==> config.mk <==
export PLATFORM = sky130hd
export DESIGN_NAME = inst_encode_flat
export DESIGN_NICKNAME = d
export VERILOG_FILES = /design/src/rtl/inst_encode_if.sv /design/src/rtl/inst_encode.sv /design/src/flat_wrapper.sv
export SDC_FILE = /design/constraint.sdc
export NUM_CORES = 1
export LEC_CHECK = 0
export ABC_CLOCK_PERIOD_IN_PS = 6600
export CAP_MARGIN = 20
export CORE_MARGIN = 2
export CORE_UTILIZATION = 35
export CTS_BUF_LIST = sky130_fd_sc_hd__clkbuf_16
export DETAILED_ROUTE_END_ITERATION = 10
export GPL_ROUTABILITY_DRIVEN = 1
export SLEW_MARGIN = 5
export SYNTH_ARGS = -nofsm -noshare
export SYNTH_HDL_FRONTEND = slang
export SYNTH_SLANG_ARGS = --single-unit
==> constraint.sdc <==
create_clock -name clk -period 6.6 [get_ports clk]
set_input_delay 1.98 -clock clk [delete_from_list [all_inputs] [get_ports clk]]
set_output_delay 1.98 -clock clk [all_outputs]
set_load 0.01 [all_outputs]
==> src/rtl/inst_encode_if.sv <==
// Handshake bundle between an op producer (master) and the instruction encoder FIFO (slave).
// Count width follows DEPTH so that a full FIFO (count == DEPTH) is representable.
interface inst_encode_if #(
    parameter int DEPTH = 4
);
    localparam int CNT_W = $clog2(DEPTH + 1);

    logic             flush;
    logic             in_valid;
    logic             in_ready;
    logic [5:0]       in_name;
    logic [4:0]       in_rd;
    logic [4:0]       in_rs1;
    logic [4:0]       in_rs2;
    logic [31:0]      in_imm;
    logic             out_valid;
    logic             out_ready;
    logic [31:0]      out_inst;
    logic             out_illegal;
    logic [CNT_W-1:0] count;
    logic [7:0]       illegal_cnt;

    modport slave (
        input  flush, in_valid, in_name, in_rd, in_rs1, in_rs2, in_imm, out_ready,
        output in_ready, out_valid, out_inst, out_illegal, count, illegal_cnt
    );

    modport master (
        output flush, in_valid, in_name, in_rd, in_rs1, in_rs2, in_imm, out_ready,
        input  in_ready, out_valid, out_inst, out_illegal, count, illegal_cnt
    );
endinterface

==> src/rtl/inst_encode.sv <==
// Re-encodes decoded ops into RV32I instruction words and buffers them in a DEPTH-entry FIFO.
// Op codes mirror the Decode stage constants (ADD=1 .. JALR=9); anything else is illegal.
module inst_encode #(
    parameter int DEPTH = 4
) (
    input  logic          clk,
    input  logic          rst_n,
    inst_encode_if.slave  bus
);
    localparam int PTR_W = $clog2(DEPTH);
    localparam int CNT_W = $clog2(DEPTH + 1);
    localparam logic [CNT_W-1:0] FULL = CNT_W'(DEPTH);

    localparam logic [5:0] OP_ADD   = 6'd1;
    localparam logic [5:0] OP_SUB   = 6'd2;
    localparam logic [5:0] OP_LW    = 6'd3;
    localparam logic [5:0] OP_SW    = 6'd4;
    localparam logic [5:0] OP_BEQ   = 6'd5;
    localparam logic [5:0] OP_LUI   = 6'd6;
    localparam logic [5:0] OP_AUIPC = 6'd7;
    localparam logic [5:0] OP_JAL   = 6'd8;
    localparam logic [5:0] OP_JALR  = 6'd9;

    typedef struct packed {
        logic        illegal;
        logic [31:0] inst;
    } entry_t;

    entry_t           wr_entry;
    entry_t           head;
    entry_t           mem [DEPTH];
    logic [PTR_W-1:0] wr_ptr;
    logic [PTR_W-1:0] rd_ptr;
    logic [CNT_W-1:0] count;
    logic [7:0]       illegal_cnt;
    logic             out_valid;
    logic             in_ready;
    logic             push;
    logic             pop;

    logic [31:0] imm;
    logic [4:0]  rd;
    logic [4:0]  rs1;
    logic [4:0]  rs2;
    logic        i_ok;
    logic        b_ok;
    logic        j_ok;
    logic        u_ok;

    assign imm = bus.in_imm;
    assign rd  = bus.in_rd;
    assign rs1 = bus.in_rs1;
    assign rs2 = bus.in_rs2;

    // Immediate must be exactly what Decode would have produced from the encoded fields.
    assign i_ok = (imm[31:11] == {21{imm[11]}});
    assign b_ok = (imm[31:12] == {20{imm[12]}}) && !imm[0];
    assign j_ok = (imm[31:20] == {12{imm[20]}}) && !imm[0];
    assign u_ok = (imm[11:0] == 12'h000);

    always_comb begin
        wr_entry = '0;
        unique case (bus.in_name)
            OP_ADD:   wr_entry.inst = {7'b0000000, rs2, rs1, 3'b000, rd, 7'b0110011};
            OP_SUB:   wr_entry.inst = {7'b0100000, rs2, rs1, 3'b000, rd, 7'b0110011};
            OP_LW: begin
                wr_entry.inst    = {imm[11:0], rs1, 3'b010, rd, 7'b0000011};
                wr_entry.illegal = !i_ok;
            end
            OP_SW: begin
                wr_entry.inst    = {imm[11:5], rs2, rs1, 3'b010, imm[4:0], 7'b0100011};
                wr_entry.illegal = !i_ok;
            end
            OP_BEQ: begin
                wr_entry.inst    = {imm[12], imm[10:5], rs2, rs1, 3'b000, imm[4:1], imm[11], 7'b1100011};
                wr_entry.illegal = !b_ok;
            end
            OP_LUI: begin
                wr_entry.inst    = {imm[31:12], rd, 7'b0110111};
                wr_entry.illegal = !u_ok;
            end
            OP_AUIPC: begin
                wr_entry.inst    = {imm[31:12], rd, 7'b0010111};
                wr_entry.illegal = !u_ok;
            end
            OP_JAL: begin
                wr_entry.inst    = {imm[20], imm[10:1], imm[11], imm[19:12], rd, 7'b1101111};
                wr_entry.illegal = !j_ok;
            end
            OP_JALR: begin
                wr_entry.inst    = {imm[11:0], rs1, 3'b000, rd, 7'b1100111};
                wr_entry.illegal = !i_ok;
            end
            default:  wr_entry.illegal = 1'b1;
        endcase
        if (wr_entry.illegal) begin
            wr_entry.inst = '0;
        end
    end

    // A pop frees a slot on the same edge, so a full FIFO can still accept while draining.
    assign out_valid = (count != '0);
    assign in_ready  = rst_n && !bus.flush && ((count < FULL) || (out_valid && bus.out_ready));
    assign push      = bus.in_valid && in_ready;
    assign pop       = out_valid && bus.out_ready && !bus.flush;

    // NOTE: the storage array has no reset; the head is gated by out_valid instead, so stale contents never escape.
    always_ff @(posedge clk) begin
        if (push) begin
            mem[wr_ptr] <= wr_entry;
        end
    end

    always_ff @(posedge clk or negedge rst_n) begin
        if (!rst_n) begin
            wr_ptr      <= '0;
            rd_ptr      <= '0;
            count       <= '0;
            illegal_cnt <= '0;
        end else begin
            if (bus.flush) begin
                wr_ptr <= '0;
                rd_ptr <= '0;
                count  <= '0;
            end else begin
                if (push) begin
                    wr_ptr <= wr_ptr + PTR_W'(1);
                end
                if (pop) begin
                    rd_ptr <= rd_ptr + PTR_W'(1);
                end
                if (push && !pop) begin
                    count <= count + CNT_W'(1);
                end else if (pop && !push) begin
                    count <= count - CNT_W'(1);
                end
            end
            if (push && wr_entry.illegal && (illegal_cnt != 8'hFF)) begin
                illegal_cnt <= illegal_cnt + 8'd1;
            end
        end
    end

    assign head            = mem[rd_ptr];
    assign bus.in_ready    = in_ready;
    assign bus.out_valid   = out_valid;
    assign bus.out_inst    = out_valid ? head.inst : 32'h0000_0000;
    assign bus.out_illegal = out_valid && head.illegal;
    assign bus.count       = count;
    assign bus.illegal_cnt = illegal_cnt;
endmodule
==> src/flat_wrapper.sv <==
// flat-port wrapper written by rule: the top's interface ports become plain ports
module inst_encode_flat 
#(
    parameter int DEPTH = 4
)
  (clk, rst_n, bus_flush, bus_in_valid, bus_in_name, bus_in_rd, bus_in_rs1, bus_in_rs2, bus_in_imm, bus_out_ready, bus_in_ready, bus_out_valid, bus_out_inst, bus_out_illegal, bus_count, bus_illegal_cnt);
  inst_encode_if #(.DEPTH(DEPTH)) bus_i ();
  input  logic clk;
  input  logic rst_n;
  input wire logic [$bits(bus_i.flush)-1:0] bus_flush;
  input wire logic [$bits(bus_i.in_valid)-1:0] bus_in_valid;
  input wire logic [$bits(bus_i.in_name)-1:0] bus_in_name;
  input wire logic [$bits(bus_i.in_rd)-1:0] bus_in_rd;
  input wire logic [$bits(bus_i.in_rs1)-1:0] bus_in_rs1;
  input wire logic [$bits(bus_i.in_rs2)-1:0] bus_in_rs2;
  input wire logic [$bits(bus_i.in_imm)-1:0] bus_in_imm;
  input wire logic [$bits(bus_i.out_ready)-1:0] bus_out_ready;
  output wire logic [$bits(bus_i.in_ready)-1:0] bus_in_ready;
  output wire logic [$bits(bus_i.out_valid)-1:0] bus_out_valid;
  output wire logic [$bits(bus_i.out_inst)-1:0] bus_out_inst;
  output wire logic [$bits(bus_i.out_illegal)-1:0] bus_out_illegal;
  output wire logic [$bits(bus_i.count)-1:0] bus_count;
  output wire logic [$bits(bus_i.illegal_cnt)-1:0] bus_illegal_cnt;
  assign bus_i.flush = bus_flush;
  assign bus_i.in_valid = bus_in_valid;
  assign bus_i.in_name = bus_in_name;
  assign bus_i.in_rd = bus_in_rd;
  assign bus_i.in_rs1 = bus_in_rs1;
  assign bus_i.in_rs2 = bus_in_rs2;
  assign bus_i.in_imm = bus_in_imm;
  assign bus_i.out_ready = bus_out_ready;
  assign bus_in_ready = bus_i.in_ready;
  assign bus_out_valid = bus_i.out_valid;
  assign bus_out_inst = bus_i.out_inst;
  assign bus_out_illegal = bus_i.out_illegal;
  assign bus_count = bus_i.count;
  assign bus_illegal_cnt = bus_i.illegal_cnt;
  inst_encode #(.DEPTH(DEPTH)) u_core (.clk(clk), .rst_n(rst_n), .bus(bus_i));
endmodule
### After elaboration in Yosys (flattened, before gate mapping)

Memories as Yosys holds them, arrays and structs flattened.
Cells that the tools add are included.

* bitwise operators: 0
* equality and inequality tests: 13
* reduce and logical (&&, ||, !) cells: 29
* add/subtract/negate cells: 5
* multipliers: 0
* shift-type cells: 0
* muxes and demuxes: 13
* $lt $le $gt $ge: 1
* div/mod/pow operators: 0

Operators with widths (count)
* $pmux W32 S9: 1
* $mux W32: 2
* $eq A6 B3 Y1 const B: 4
* $eq A20 B20 Y1: 1
* $eq A19 B19 Y1: 1
* $eq A6 B2 Y1 const B: 2
* $eq A6 B4 Y1 const B: 2
* $logic_and A1 B1 Y1: 12
* $logic_not A12 Y1: 1
* $eq A11 B11 Y1: 1
* $mux W3: 3
* $add A8 B1 Y8 const B: 1
* $logic_not A1 Y1: 8
* $mux W2: 4
* $ne A8 B8 Y1 const B: 1
* $eq A6 B1 Y1 const B: 1
* $reduce_bool A3 Y1: 2
* $pmux W1 S5: 1
* $add A2 B1 Y2 const B: 2
* $reduce_bool A2 Y1: 2
* $reduce_or A2 Y1: 2
* $add A3 B1 Y3 const B: 1
* $lt A3 B3 Y1 const B: 1
* $reduce_or A3 Y1: 1
* 3 further kinds: 4

* memories: 1
* register bits after elaboration: 15
* latch bits: 0
* bits of input ports: 58
* output and inout bits: 46
* ROM bits: 0
* RAM bits: 132
* word-level logic and storage cells: 66

Memory list
* u_core.mem: words 4, bits a word 33, read ports 1, clocked after Yosys merged registers in 0, wr ports 1, RTL line inst_encode.sv:31 `entry_t mem [DEPTH];`

### Longest topological paths before layout

Gate-level depths: netlist (run 1).

* word-level depth: 10
* mapped depth: 11
* mapped depth without buffers: 10

### Worst setup path after synthesis (run 1)

Ideal clock, no wire load.

* kind: input port to output port
* from: input port bus_flush
* to: output port bus_in_ready
* path slack: 1919 ps
* data required time: 4620 ps
* stages on the path: 2
* data arrival time: 2701 ps
* path buffers: 1
* path through: clkbuf_1 > nor3b_1

* longest elaborated chain between the ends: 3

Ends and longest elaborated chain
* from (decl): RTL line flat_wrapper.sv:10 `input wire logic [$bits(bus_i.flush)-1:0] bus_flush;`
* $logic_not A1 Y1: RTL line inst_encode.sv:103 `assign in_ready = rst_n && !bus.flush && ((count < FULL) || (out_valid && bus.out_ready));`
* $logic_and A1 B1 Y1 (2 in a row): RTL line inst_encode.sv:103
* to (decl): RTL line flat_wrapper.sv:18 `output wire logic [$bits(bus_i.in_ready)-1:0] bus_in_ready;`

No other way between the ends.

### Worst setup path after layout (run 1)

Same ends and word-level chain as after synthesis.

==> results of run 1 <==
[layer usage]
layer	GRT usage (%)	vias up	share of wire, %	wire length [um]
met1	19.1	2090	39	6280
met3	4.55	34	5.8	939
met4	7.84	0	3.2	510
met2	29.4	130	52	8330
li1	-	1921	-	-
met5	0	-	0	0
[worst paths after layout]
path	from	to	slack, ns
setup / recovery	bus_flush	bus_in_ready	0.84
hold / removal	u_core.bus.illegal_cnt[7]$_DFFE_PN0P_	u_core.bus.illegal_cnt[7]$_DFFE_PN0P_	0.50
setup reg to reg	u_core.bus.count[2]$_DFFE_PN0P_	u_core.bus.count[1]$_DFFE_PN0P_	3.97
hold reg to reg	u_core.bus.illegal_cnt[7]$_DFFE_PN0P_	u_core.bus.illegal_cnt[7]$_DFFE_PN0P_	0.50
max in group asynchronous	rst_n	u_core.rd_ptr[0]$_DFFE_PN0P_	4.51
min in group asynchronous	rst_n	u_core.wr_ptr[0]$_DFFE_PN0P_	1.90
[sequential cells by signal, indices dropped and copies added, names as in the netlist]
register	cells
u_core.rd_ptr	2
u_core.wr_ptr	2
u_core.bus.illegal_cnt	8
u_core.bus.count	3
u_core.mem	128
[power breakdown]
part / leakage, nW / internal, W / switching [W]
combinational: 1.10 / 0.000524 / 0.000389
sequential: 1.48 / 0.00102 / 0.0000757
clock: 0.336 / 0.000739 / 0.000347
total: 2.91 / 0.00228 / 0.000812
[stage by stage]
step                hold slack [ns]  setup slack (ns)
global route                  0.526             0.758
CTS                           0.510             0.862
finish                        0.504             0.837
global placement              0.485             0.926
floorplan                     0.519              1.92
detailed placement            0.494             0.889
[layout by cell type, fill, tap and decap left out, types with 10 or more instances in the layout]
master / instances
edfxtp_1: 128
clkdlybuf4s50_1: 103
and2_1: 35
nor2_1: 35
mux4_2: 32
nand2_1: 20
a22oi_1: 20
clkbuf_16: 17
dfrtp_1: 14
a21oi_1: 13
inv_1: 12
buf_4: 11
nand4_1: 10
[cell type report]
class / count / area (um2)
multi-input combinational: 260 / 2180
timing repair buffer: 115 / 1120
inverter: 10 / 37.5
sequential: 143 / 4220
tap: 229 / 287
fill: 1602 / 9630
clock buffer: 17 / 425
clock inverter: 15 / 250
[cell families after synthesis]
kind of cell             Yosys count  share of synthesized area [%]
buffers and inverters             35                           2.36
adder cells (fa/ha/maj)            6                           1.26
XOR/XNOR                          12                           1.61
flip-flops                       143                           64.6
AND/OR/NAND/NOR                  151                           12.6
AO/OA/AOI/OAI                     57                           6.13
multiplexers                      34                           11.4
==> results.md, run 1 <==
* Largest delay share family, worst path: buffers and inverters
* Primary FF master, synth: edfxtp_1
* Cell area after layout at 8510 um2
* Slowest-stage cell, CP: clkdlybuf4s50_1
* Total track usage at between 15 and 20%
* Slowest Stage Delay on Critical Path at 0.65 ns
* Fmax at around 0.17 GHz
* Final core occ at 46.9%
* Layout Cells excl Fill at 789
* Relative slew slack at between 40% and 50%
* Global-route wire length before repair at approximately 25000 um
* Largest fanout on the critical path at 8
* Worst endpoint data arrival time at around 3.8 ns
* Worst-path cell chain: clkdlybuf4s50_1 -> nor3b_1 -> clkdlybuf4s50_1
* Setup-failing EPs final at 0
* Post-route ant nets at 0
* PD cells at 363 nW/um2
* Postcts setup bufs at 0
* Post-CTS Hold Buffers at 0
* DPL Wire Length at roughly 11000 um
* Synth cell count leaders: edfxtp_1 (128), and2_1 (35), nor2_1 (35)
* Vias in the first global route at 4479
* Ys async rst share at between 10% and 20%
* #FFs+latches synth at between 100 and 150
* VDD IR max at about 0.00019 V
* Power Total at approximately 0.0031 W
* Crit Path Class: in2out
* IO buf count at approximately 100
* Syn Nets at 502
* Post-synth top area cell: edfxtp_1
* Max H-tree Level at 4
* Die span in x at ~140 um
* Gr ovfl total at 0
* Number of synthesized flops with an enable pin at approximately 130
* Max cap viols at 0
* Initial antenna violation count at 0
* Drt first pass iters at 4
* Die ar. at approximately 20000 um2
* Clk buf depth at 2
* Synth top area cells: edfxtp_1 (59%), mux4_2 (11%), dfrtp_1 (5.7%)
* 1st-iter DRT viols at 266
* Via density at 5.29
* Syn Inst Count at roughly 440
* Worst skew pair latency at ~0.42 ns
* Sequential fraction of the synthesis area at about 65%
* Area Overhead vs Synth at 30.4%
* Cell Area, Synth at around 6500 um2
* Distinct cell type count of the synthesized netlist at between 50 and 60
* Cell count along the critical path at 3
* CTS root buf: clkbuf_16
* Share of layout cells above drive strength 1 at 15.0%
* Startpoint types: input port
* # placed instances at ~760
* Hold crit path type: reg2reg
* GP Congestion at 0.844
* Final TNS setup at 0 ns
* # IOs at 104
* CP Buf/Inv Count at 2
* Worst R2R Path Depth at 7
* Yosys warning count at 0
* FP Rows at between 40 and 50
* Syn Area/Cell at between 10 and 15 um2
* Largest net degree at the start of global routing at 37
* Minimum period implied by the final worst setup slack at a little under 6 ns
* Drt wl/cell at approximately 20 um
* Post-CTS resize count at 0
* CP Data Required Time at approximately 4.6 ns
* Clock transition at path regs at around 0.060 ns
* Placed inst area at 7830 um2
* Vias at 4175
* Status: finished clean
* Hold-critical path depth at 1
* CTS Buf Count at 17
* CP endpoint kind: output port
* Final hold violation count at 0
* Core area at 18100 um2
* Chip Height at 141 um
* Final Cycle Share at roughly 87%
* NumNets Final at 611
* Clk sinks at 143
* Setup Skew at between 0.007 and 0.008 ns
* Lkg Pwr at roughly 3 nW
* Worst Tran Pin Value at roughly 0.85 ns
* DRC at 0
* Most frequent cell after synthesis: edfxtp_1
* Crit path top cell by count: clkdlybuf4s50_1
* Slew Viols, Final at 0
* Starting density of the core at between 30% and 40%
* Final wirelength at 16100 um
* Antenna Diode Count at 0
* Post-synth top area share at about three fifths
* CTS tree: yes
* RSZ-0062 raised after global routing: no
No activity file was read; power rests on OpenSTA's default activity.
==> run 2, diff against run 1 <==
--- a/config.mk
+++ b/config.mk
@@ -7,9 +7,10 @@
 export LEC_CHECK = 0
 export ABC_CLOCK_PERIOD_IN_PS = 6600
 export CAP_MARGIN = 20
-export CORE_MARGIN = 2
+export CORE_MARGIN = 5
 export CORE_UTILIZATION = 35
 export CTS_BUF_LIST = sky130_fd_sc_hd__clkbuf_16
+export CTS_CLUSTER_SIZE = 28
 export DETAILED_ROUTE_END_ITERATION = 10
 export GPL_ROUTABILITY_DRIVEN = 1
 export SLEW_MARGIN = 5
==> run 2 against run 1 <==
Clock skew is 0.0027 ns lower. Largest power group unchanged. Critical endpoint unchanged. Critical path depth stayed put. Non-clock buffer count is 2 lower. Combinational power hardly changed. Final area is 2.2% lower. Sequential share of layout area is 1.2 points higher.
==> results.md, run 2 (same netlist as run 1, synthesis figures left out) <==
* Global-route wire length before repair at 24800 um (+0.34%)
* Final hold violation count at 0 (unchanged)
* Status: finished clean
* Final TNS setup at 0 ns (unchanged)
* Post-CTS Hold Buffers at 0 (unchanged)
* Switching share of total power at 27.9% (+1.6 points)
* GP Congestion at 0.827 (-2.0%)
* Max cap viols at 0 (unchanged)
* Post-route ant nets at 0 (unchanged)
* Antenna Diode Count at 0 (unchanged)
* Global-route track usage on met1 at 18.6% (-0.57 points)
* Chip Height at 147 um (+4.3%)
* IO buf count at 103 (unchanged)
* Hold crit path type: reg2reg
* Cell count along the critical path at 3 (unchanged)
* Worst R2R Path Depth at 7 (unchanged)
* FP Rows at 50 (+2.0%)
* Initial antenna violation count at 0 (unchanged)
* Lkg Pwr at 2.83 nW (-2.7%)
* Combinational power share at 32.8% (+3.3 points)
* Max H-tree Level at 4 (unchanged)
* GR Layer Usage met3 at 4.25% (-0.30 points)
* CTS root buf: clkbuf_16
* # IOs at 104 (unchanged)
* Clock transition at path regs at 0.05 ns (about the same)
* DRC at 0 (unchanged)
* Drt wl/cell at 20.2 um (-0.73%)
* GRT busiest layer: met2
* Power share of the clock group at 27.8% (-7.3 points)
* Largest delay share family, worst path: buffers and inverters
* Drt first pass iters at 4 (unchanged)
* Crit path top cell by count: clkdlybuf4s50_1
* CTS Buf Count at 17 (unchanged)
* CP endpoint kind: output port
* Startpoint types: input port
* VDD IR max at 0.000189 V (+2.1%)
* Slowest-stage cell, CP: clkdlybuf4s50_1
* Fmax at 0.172 GHz (-1.1%)
* Setup Skew at 0.00515 ns (-0.00272 ns)
* CP Buf/Inv Count at 2 (unchanged)
* Largest fanout on the critical path at 8 (unchanged)
* Vias in the first global route at 4400 (-1.8%)
* RSZ-0062 raised after global routing: no
* Share of layout cells above drive strength 1 at 13.1% (-1.9 points)
* Slowest Stage Delay on Critical Path at 0.67 ns (+0.02 ns)
* Via density at 5.26 (-0.52%)
* Minimum period implied by the final worst setup slack at 5.83 ns (+0.0647 ns)
* Pint at 0.00201 W (-12%)
* Starting density of the core at 35.3% (-0.72 points)
* Slew Viols, Final at 0 (unchanged)
* DPL Wire Length at 10900 um (+2.9%)
* CTS tree: yes
* Commonest non-fill, non-tap cells in the layout: edfxtp_1 (128), clkdlybuf4s50_1 (103), and2_1 (35), nor2_1 (35), mux4_2 (32)
* Share of power burned in registers at 39.4% (+4.1 points)
* Setup-failing EPs final at 0 (unchanged)
* Worst Tran Pin Value at 1.08 ns (+0.227 ns)
* Worst-path cell chain: clkdlybuf4s50_1 -> nor3b_1 -> clkdlybuf4s50_1
* Largest net degree at the start of global routing at 37 (unchanged)
* Final wirelength at 16000 um (-0.35%)
* 1st-iter DRT viols at 255 (-4.1%)
* PD cells at 334 nW/um2 (-7.9%)
* Sw power at 0.000776 W (-4.5%)
* Power Total at 0.00278 W (-10%)
* Crit Path Class: in2out
* Die ar. at 21500 um2 (+8.7%)
* Worst skew pair latency at 0.41 ns (about the same)
* Largest register FFs at 128 (unchanged)
* Commonest non-fill, non-tap cell in the layout: edfxtp_1
* Top Registers: u_core.mem x128, u_core.bus.illegal_cnt x8, u_core.bus.count x3
* Worst endpoint data arrival time at 3.85 ns (+0.07 ns)
* Post-CTS resize count at 0 (unchanged)
* Core area at 18500 um2 (+2.0%)
* Postcts setup bufs at 0 (unchanged)
* Total track usage at 15.3% (-1.5 points)
* Hold-critical path depth at 1 (unchanged)
* Gr ovfl total at 0 (unchanged)
* Relative slew slack at 27.3% (-16 points)
* NumNets Final at 609 (-0.33%)
* Met2 Use GR at 25.7% (-3.8 points)
* Most flop-heavy register: u_core.mem
* Clk buf depth at 2 (unchanged)
* Clk sinks at 143 (unchanged)
* Vias at 4169 (-0.14%)
* Die span in x at 147 um (+4.3%)
* Area Overhead vs Synth at 27.4%
* CP Data Required Time at 4.62 ns (about the same)
* Final Cycle Share at 88.3% (+0.98 points)
-- run 2: changes by cell type in the layout (fill, tap and decap cells not counted), sizes merged --
cell      change
inv           +6
buf           -2
clkinvlp      -1
bufinv        -7
clkinv        +2
-- run 2: worst register-to-register path, delay by kind of cell (launching register included) --
kind | cells | cell delay, ns
AND/OR/NAND/NOR | 4 | 1.30
adder cells (fa/ha/maj) | 1 | 0.40
AO/OA/AOI/OAI | 1 | 0.26
buffers and inverters | 1 | 0.09
flip-flops | 1 | 0.41
-- run 2: power by group through the flow --
stage          clock network (W)  logic, W  registers, W
2_1_floorplan                  0  0.000503       0.00107
3_3_place_gp                   0  0.000910       0.00111
3_5_place_dp                   0  0.000916       0.00112
4_1_cts                 0.000791  0.000920       0.00110
5_1_grt                 0.000838   0.00100       0.00111
6_report                0.000772  0.000913       0.00110
-- run 2: path summary, 6_finish.rpt --
check | start | endpoint | slack, ns
min in group asynchronous | rst_n | u_core.bus.count[2]$_DFFE_PN0P_ | 1.94
max in group asynchronous | rst_n | u_core.rd_ptr[1]$_DFFE_PN0P_ | 4.47
worst min-delay path | u_core.bus.illegal_cnt[5]$_DFFE_PN0P_ | u_core.bus.illegal_cnt[5]$_DFFE_PN0P_ | 0.50
worst max register to register | u_core.bus.count[2]$_DFFE_PN0P_ | u_core.bus.count[1]$_DFFE_PN0P_ | 4.04
worst min register to register | u_core.bus.illegal_cnt[5]$_DFFE_PN0P_ | u_core.bus.illegal_cnt[5]$_DFFE_PN0P_ | 0.50
worst max-delay path | bus_flush | bus_in_ready | 0.77
-- run 2: through the flow --
stage                     instances  setup WS [ns]  utilization (%)  hold WS [ns]  cell area, um2
after floorplan                 438           1.92                -         0.519            6530
after global placement          759          0.888             42.3         0.481            7830
after detailed placement        759          0.815             42.3         0.489            7830
after CTS                       791          0.800             44.9         0.504            8310
after global routing            792          0.683             44.9         0.530            8320
final                           792          0.772             44.9         0.500            8320
-- run 2: final cells by class --
cell class              count  area (um2)
clock buffers              17         425
clock inverters            15        56.3
multi-input cells         260        2180
repair buffers            113        1110
fillers                  1662       10200
flip-flops and latches    143        4220
inverters                  10        37.5
well taps                 234         293
-- run 2: routing by layer --
layer | part of all wire (%) | wire length, um
met5 | 0 | 0
met3 | 5.5 | 872
met1 | 41 | 6510
met4 | 2.7 | 436
met2 | 51 | 8180
==> run 3, diff against run 2 <==
--- a/config.mk
+++ b/config.mk
@@ -6,7 +6,6 @@
 export NUM_CORES = 1
 export LEC_CHECK = 0
 export ABC_CLOCK_PERIOD_IN_PS = 6600
-export CAP_MARGIN = 20
 export CORE_MARGIN = 5
 export CORE_UTILIZATION = 35
 export CTS_BUF_LIST = sky130_fd_sc_hd__clkbuf_16
==> run 3 against run 2 <==
Sequential share of layout area is 0.092 points higher. Via count is 0.89% lower. Core utilization is 0.081 points lower. First-iteration DRC count is 3.5% higher. Power is 0.70% lower. Register-to-register slack worse by 0.08 ns. Flip-flop and latch count stayed put. Global-route usage stayed put. Hold slack worse by 0.00083 ns. Non-clock buffer count is 1 lower.
==> results.md, run 3 (same netlist as run 1, synthesis figures left out) <==
* Chip Height at 147 um (unchanged)
* Status: finished clean
* GP Congestion at 0.827 (unchanged)
* CTS tree: yes
* DRC at 0 (unchanged)
* Worst Hold Slack at 0.500 ns (-0.000831 ns)
* Die span in x at 147 um (unchanged)
* Via density at 5.22 (-0.76%)
* Starting density of the core at 35.3% (unchanged)
* Post-CTS resize count at 0 (unchanged)
* Max cap viols at 0 (unchanged)
* Final wirelength at 15900 um (-0.51%)
* PD cells at 333 nW/um2 (-0.52%)
* CTS root buf: clkbuf_16
* IO buf count at 103 (unchanged)
* Minimum period implied by the final worst setup slack at 5.82 ns (-0.0113 ns)
* Vias at 4132 (-0.89%)
* CTS Buf Count at 17 (unchanged)
* Largest net degree at the start of global routing at 37 (unchanged)
* Largest register FFs at 128 (unchanged)
* Most flop-heavy register: u_core.mem
* Post-route ant nets at 0 (unchanged)
* Commonest non-fill, non-tap cells in the layout: edfxtp_1 (128), clkdlybuf4s50_1 (103), and2_1 (35), nor2_1 (35), mux4_2 (32)
* Fmax at 0.172 GHz (+0.19%)
* Setup-failing EPs final at 0 (unchanged)
* Setup slack after layout at 0.783 ns (+0.0113 ns)
* Core area at 18500 um2 (unchanged)
* Die ar. at 21500 um2 (unchanged)
* Clk buf depth at 2 (unchanged)
* 1st-iter DRT viols at 264 (+3.5%)
* Worst Tran Pin Value at 1.09 ns (+0.0195 ns)
* Global-route wire length before repair at 24800 um (unchanged)
* Drt first pass iters at 5 (+1)
* RSZ-0062 raised after global routing: no
* DPL Wire Length at 10900 um (unchanged)
* CP endpoint kind: output port
* Worst endpoint data arrival time at 3.84 ns (about the same)
* Area Overhead vs Synth at 27.2%
* Initial antenna violation count at 0 (unchanged)
* Final hold violation count at 0 (unchanged)
* Clk sinks at 143 (unchanged)
* Vias in the first global route at 4400 (unchanged)
* FP Rows at 50 (unchanged)
* NumNets Final at 608 (-0.16%)
* Commonest non-fill, non-tap cell in the layout: edfxtp_1
* Final TNS setup at 0 ns (unchanged)
* Crit Path Class: in2out
* Slowest Stage Delay on Critical Path at 0.67 ns (about the same)
* Largest delay share family, worst path: buffers and inverters
* DP Worst Slack at 0.815 ns (unchanged)
* VDD IR max at 0.000189 V (-0.32%)
* Setup Skew at 0.00597 ns (+0.000817 ns)
* Antenna Diode Count at 0 (unchanged)
* Share of layout cells above drive strength 1 at 12.9% (-0.16 points)
* Final Cycle Share at 88.1% (-0.17 points)
* CP Buf/Inv Count at 2 (unchanged)
* Crit path top cell by count: clkdlybuf4s50_1
* Gr ovfl total at 0 (unchanged)
* CP Data Required Time at 4.62 ns (about the same)
* Largest fanout on the critical path at 8 (unchanged)
* Slew Viols, Final at 0 (unchanged)
* # IOs at 104 (unchanged)
* Postcts setup bufs at 0 (unchanged)
* Lkg Pwr at 2.83 nW (-0.26%)
* Top Registers: u_core.mem x128, u_core.bus.illegal_cnt x8, u_core.bus.count x3
* Total track usage at 15.3% (unchanged)
* Worst-path cell chain: clkdlybuf4s50_1 -> nor3b_1 -> clkdlybuf4s50_1
* Max H-tree Level at 4 (unchanged)
* Post-CTS Hold Buffers at 0 (unchanged)
* Relative slew slack at 26.0% (-1.3 points)
* Hold crit path type: reg2reg
* Worst skew pair latency at 0.41 ns (about the same)
* Clock transition at path regs at 0.05 ns (about the same)
* Slowest-stage cell, CP: clkdlybuf4s50_1
* Drt wl/cell at 20.1 um (-0.38%)
* Startpoint types: input port
run 3: cell type report:
cell class                      count  area, um2
Clock buffer                       17        425
Clock inverter                     15       56.3
Fill cell                        1664      10200
Inverter                           10       37.5
Multi-Input combinational cell    260       2180
Sequential cell                   143       4220
Tap cell                          234        293
Timing Repair Buffer              112       1100
run 3: layer usage:
metal  wire length, um  vias up  track usage, %
li1                  -     1915               -
met1              6410     2053            18.6
met2              8130      140            25.7
met3               944       24            4.25
met4               433        0            6.21
met5                 0        -               0
run 3: stage by stage:
stage	area (um2)	util (%)	total power, W	cells
after floorplan	6530	-	0.00157	438
after global placement	7830	42.3	0.00202	759
after detailed placement	7830	42.3	0.00203	759
after CTS	8310	44.9	0.00281	791
after global routing	8310	44.9	0.00293	791
final	8310	44.9	0.00276	791
run 3: path summary, 6_finish.rpt:
kind	startpoint	end	slack, ns	depth (start not counted)
worst max-delay path	bus_flush	bus_in_ready	0.78	3
worst min-delay path	u_core.bus.illegal_cnt[5]$_DFFE_PN0P_	u_core.bus.illegal_cnt[5]$_DFFE_PN0P_	0.50	1
worst max register to register	u_core.bus.count[0]$_DFFE_PN0P_	u_core.bus.count[2]$_DFFE_PN0P_	3.96	8
worst min register to register	u_core.bus.illegal_cnt[5]$_DFFE_PN0P_	u_core.bus.illegal_cnt[5]$_DFFE_PN0P_	0.50	1
max in group asynchronous	rst_n	u_core.rd_ptr[0]$_DFFE_PN0P_	4.47	2
min in group asynchronous	rst_n	u_core.bus.count[2]$_DFFE_PN0P_	1.94	2
run 3: power breakdown:
group / switching (W) / internal, W
combinational: 0.000377 / 0.000517
clock: 0.000314 / 0.000457
sequential: 0.0000801 / 0.00102
